$ cat config.mk
export PLATFORM = sky130hd
export DESIGN_NAME = seq_cla_subtractor
export DESIGN_NICKNAME = d
export VERILOG_FILES = /design/src/rtl/seq_cla_subtractor.sv
export SDC_FILE = /design/constraint.sdc
export NUM_CORES = 1
export LEC_CHECK = 0
export BUFFER_PORTS_ARGS = -buffer_cell sky130_fd_sc_hd__buf_2
export CAP_MARGIN = 40
export CORE_ASPECT_RATIO = 1.5
export CORE_MARGIN = 2
export CORE_UTILIZATION = 51
export CTS_BUF_LIST = sky130_fd_sc_hd__clkbuf_8
export CTS_CLUSTER_SIZE = 24
export DETAILED_ROUTE_END_ITERATION = 7
export HOLD_SLACK_MARGIN = 0.12
export PLACE_DENSITY = 0.81
export REMOVE_ABC_BUFFERS = 1
export SLEW_MARGIN = 20
export SYNTH_ARGS = -nofsm -noshare
export SYNTH_HDL_FRONTEND = slang
export SYNTH_SLANG_ARGS = --single-unit
export TNS_END_PERCENT = 20
$ cat constraint.sdc
create_clock -name clk -period 4.3 [get_ports clk]
set_input_delay 0.43 -clock clk [delete_from_list [all_inputs] [get_ports clk]]
set_output_delay 0.43 -clock clk [all_outputs]
set_load 0.02 [all_outputs]
$ cat src/rtl/seq_cla_subtractor.sv
// Sequential subtractor: computes a-b as a + ~b + 1, one GROUP-bit
// carry-lookahead slice per clock. After WIDTH/GROUP slices it reports
// diff, unsigned borrow and signed overflow with a one-cycle done pulse.
module seq_cla_subtractor #(
  parameter int WIDTH = 16,
  parameter int GROUP = 4
) (
  input  logic             clk,
  input  logic             rst,
  input  logic             start,
  input  logic [WIDTH-1:0] a,
  input  logic [WIDTH-1:0] b,
  output logic [WIDTH-1:0] diff,
  output logic             borrow,
  output logic             ovf,
  output logic             busy,
  output logic             done
);

  localparam int NSLICE = WIDTH / GROUP;
  localparam int KW     = (NSLICE > 1) ? $clog2(NSLICE) : 1;

  typedef enum logic [1:0] {IDLE, RUN, DONE} state_t;

  state_t           state;
  logic [WIDTH-1:0] a_q;
  logic [WIDTH-1:0] b_q;
  logic [KW-1:0]    k;
  logic             carry;

  logic [GROUP-1:0] sa;
  logic [GROUP-1:0] snb;
  logic [GROUP-1:0] p;
  logic [GROUP-1:0] g;
  logic [GROUP-1:0] sum;
  logic [GROUP:0]   c;
  int               base;
  logic             last;

  assign base = int'(k) * GROUP;
  assign last = (k == KW'(NSLICE - 1));

  // Carry-lookahead slice k: propagate/generate against the inverted
  // subtrahend, carry-in from the carry register.
  always_comb begin
    sa   = a_q[base +: GROUP];
    snb  = ~b_q[base +: GROUP];
    p    = sa ^ snb;
    g    = sa & snb;
    c    = '0;
    sum  = '0;
    c[0] = carry;
    for (int i = 0; i < GROUP; i++) begin
      c[i+1] = g[i] | (p[i] & c[i]);
      sum[i] = p[i] ^ c[i];
    end
  end

  // Status decodes straight off the state register.
  assign busy = (state == RUN);
  assign done = (state == DONE);

  // Control FSM and datapath registers; reset wins over start.
  always_ff @(posedge clk) begin
    if (rst) begin
      state  <= IDLE;
      a_q    <= '0;
      b_q    <= '0;
      k      <= '0;
      carry  <= 1'b1;
      diff   <= '0;
      borrow <= 1'b0;
      ovf    <= 1'b0;
    end else begin
      case (state)
        IDLE, DONE: begin
          if (start) begin
            state  <= RUN;
            a_q    <= a;
            b_q    <= b;
            k      <= '0;
            carry  <= 1'b1;
            diff   <= '0;
            borrow <= 1'b0;
            ovf    <= 1'b0;
          end else begin
            state <= IDLE;
          end
        end
        RUN: begin
          diff[base +: GROUP] <= sum;
          carry               <= c[GROUP];
          if (last) begin
            // Carry-out of a + ~b + 1 is the inverse of the unsigned borrow;
            // overflow is the carry disagreement around the MSB.
            state  <= DONE;
            borrow <= ~c[GROUP];
            ovf    <= c[GROUP-1] ^ c[GROUP];
          end else begin
            k <= k + 1'b1;
          end
        end
        default: state <= IDLE;
      endcase
    end
  end

endmodule

==> impl_metrics.csv <==
group,metric,value,unit
setup_path,worstReg2RegEnd,"diff[3]",
hold_path,hp-class,"in2reg",
placement,dp.final_hpwl,3.51,mm
placement,place.gp.congestion,0.790,
synthesis,ys_warn_count,0,
timing,final_max_slew_viol_count,0,
synthesis,netlist_area,2470,um2
die,die_h,89.3,um
placement,port_buffers,54,
die,io_pins,55,
die,dieArea,5430,um2
global_routing,grt-ovfl-total,0,
clock_tree,cts_setup_buffers,0,
layout,synthToLayoutAreaGrowth,15.2,%
outcome,status,"finished, final reports clean",
setup_path,crit_end,"diff[3]",
setup_path,cp-start-kind,"register",
setup_path,cp-end-kind,"register",
drt,routed_via_density,5.24,
global_routing,track_usage,18.8,%
setup_path,path_depth,8,
clock_tree,cts-resized-gates,0,
setup_path,critical_path.top_delay_family,"adder cells",
layout,fillCellCount,445,
die,rows,31,
drt,drc,0,
setup_path,path_cells,"buf_4 > mux4_2 > fa_1 > fa_1 > inv_1 > fa_1 > or4_1 > a21oi_1",
drt,drt_iter0_markers,79,
timing,post-route-period-util,76.6,%
die,coreArea,4730,um2
clock_tree,cts_tree,"yes",
layout,final_cell_mix,"67 x nand2_1, 55 x dfxtp_1, 54 x buf_2, 40 x a21oi_1, 12 x a22o_1",
drt,firstDrtPassIters,4,
layout,layout_commonest_cell,"nand2_1",
setup_path,required,4.53,ns
clock_tree,cts.sinks,55,
clock_tree,clk_latency,0.30,ns
power,p_leak,1.17,nW
layout,final_cell_area,2850,um2
timing,worst_pin_slew,0.678,ns
timing,rsz0062_at_grt,"false",
job,drv_cap,0,
synthesis,yosysSeqAreaShare,44.6,%
clock_tree,cts_hold_buf,0,
power,powerDensity,365,nW/um2
setup_path,reg2regPathDepth,8,
synthesis,synth.avg_cell_area,9.54,um2
setup_path,critPathLaunch,"k[0]",
layout,fin_nets,351,
drt,dr_total_vias,1953,
timing,final-setup-viol-count,0,
synthesis,synth-edff-count,0,
timing,max_freq,304,MHz
setup_path,crit_fanout,18,
timing,fin_crit,3.29,ns
timing,hold_viol_final,0,
timing,whs,0.352,ns
timing,fin_tns_setup,0,ns
die,start_util,52.2,%
setup_path,worstSetupPathType,"reg2reg",
setup_path,crit_buf_inv,2,
synthesis,ys.flop_type,"dfxtp_1",
clock_tree,root_buffer,"clkbuf_8",
drt,wl_per_cell,12.6,um
setup_path,arrival,3.52,ns
global_routing,grt_pass1_vias,1751,
synthesis,ys_seq_elements,55,
power,p_total,1.04,mW
timing,relSlewSlack,54.6,%
die,die_x,60.8,um
placement,dpl-instance-area,2750,um2
synthesis,synth.distinct_cells,32,
setup_path,crit_path_frequent_cell,"fa_1",
setup_path,critPathSlowestCell,"mux4_2",
setup_path,max_stage_delay,0.56,ns
layout,multi_input_area,1190,um2
layout,seq_area,1100,um2
setup_path,rrSetupSlack,1.01,ns
timing,skew,0.00842,ns
placement,dp.cells,366,
clock_tree,htree_levels,2,
clock_tree,clkSlewWorstSetupHoldPaths,0.09,ns
synthesis,netlist_instances,259,
drt,ant_nets,0,
synthesis,async_reset_ff_share,0,%
power,ir_worst_vdd,231,uV
global_routing,grt_pass1_wl,7.69,mm
global_routing,grt_max_degree,43,
layout,diodes,0,
global_routing,antenna_found_initial,0,
drt,totalWireLength,4.70,mm
clock_tree,cts.path.max_buffers,2,
layout,drive_gt1_share,26.4,%
layout,instances_no_fill,373,
setup_path,reg2reg_from,"k[0]",
clock_tree,cts_made_buffers,5,
[where the power goes]
group | switching (mW) | internal, mW | total (mW) | leakage (nW)
Sequential | 0.0126 | 0.533 | 0.545 | 0.449
Combinational | 0.0993 | 0.0718 | 0.171 | 0.661
Clock | 0.154 | 0.168 | 0.322 | 0.0554
Total | 0.265 | 0.773 | 1.04 | 1.17
[worst min-delay path, stage by stage]
cell,delay [ns]
buf_2,0.09
nand2_1,0.04
a21oi_1,0.05
[routing by layer]
layer	track usage, %	wire, um	vias to the layer above	share of wire (%)
met5	0	0	-	0
met4	8.30	105	0	2.2
met3	2.89	145	10	3.1
met2	34.2	2540	43	54
met1	20.9	1900	924	41
li1	-	-	976	-
[synth_stat cells (all sizes together), types with 3 or more instances]
library cell	n	area, um2
dfxtp	55	1100
mux4	8	180
nor2b	4	25.0
nand3	8	40.0
o211ai	3	22.5
nand2	67	251
fa	4	80.1
nor2	6	22.5
buf	16	121
a211oi	3	60.1
a22o	12	105
a21oi	40	200
ha	5	62.6
inv	10	40.0
nand3b	3	26.3
[area by class of cell]
class	instances	area share (%)
clock buffers	5	2.42
clock inverters	2	1.19
inverters	10	1.41
multi-input cells	176	41.9
flip-flops and latches	55	38.7
well taps	66	2.90
repair buffers	59	11.5
[cells by family (layout without fill, tap and decap cells)]
| logic type | Yosys count | in the layout | share of synthesized area, % |
|---|---|---|---|
| buffers and inverters | 28 | 76 | 7.24 |
| DFF | 55 | 55 | 44.6 |
| and+or+nand+nor | 98 | 98 | 18.5 |
| xor gates and xnor gates | 1 | 1 | 0.354 |
| adders and majority gates | 9 | 9 | 5.77 |
| muxes | 8 | 8 | 7.29 |
| AOI/OAI and AO/OA | 60 | 60 | 16.3 |
[through the flow]
step / setup WS (ns) / util [%]
global route: 0.829 / 60.2
CTS: 0.988 / 60.2
global placement: 1.10 / 57.4
detailed placement: 1.03 / 58.0
finish: 1.01 / 60.2
floorplan: 0.771 / -
[registers in the layout, summed over array words and instances, names as in the netlist]
| name | count |
|---|---|
| a_q | 16 |
| b_q | 16 |
| borrow | 1 |
| carry | 1 |
| diff | 16 |
| k | 2 |
| ovf | 1 |
| state | 2 |
[how the worst min path moves through the flow]
stage | from | to | slack (ns) | cells after the start
6_report | a[0] | a_q[0] | 0.35 | 3
5_1_grt | b[14] | b_q[14] | 0.35 | 3
4_1_cts | b[14] | b_q[14] | 0.35 | 3
3_5_place_dp | b_q[13] | b_q[13] | 0.45 | 2
3_3_place_gp | b_q[2] | b_q[2] | 0.44 | 2
2_1_floorplan | a_q[10] | a_q[10] | 0.43 | 2
Note: power is estimated with default switching activity, not from simulation.
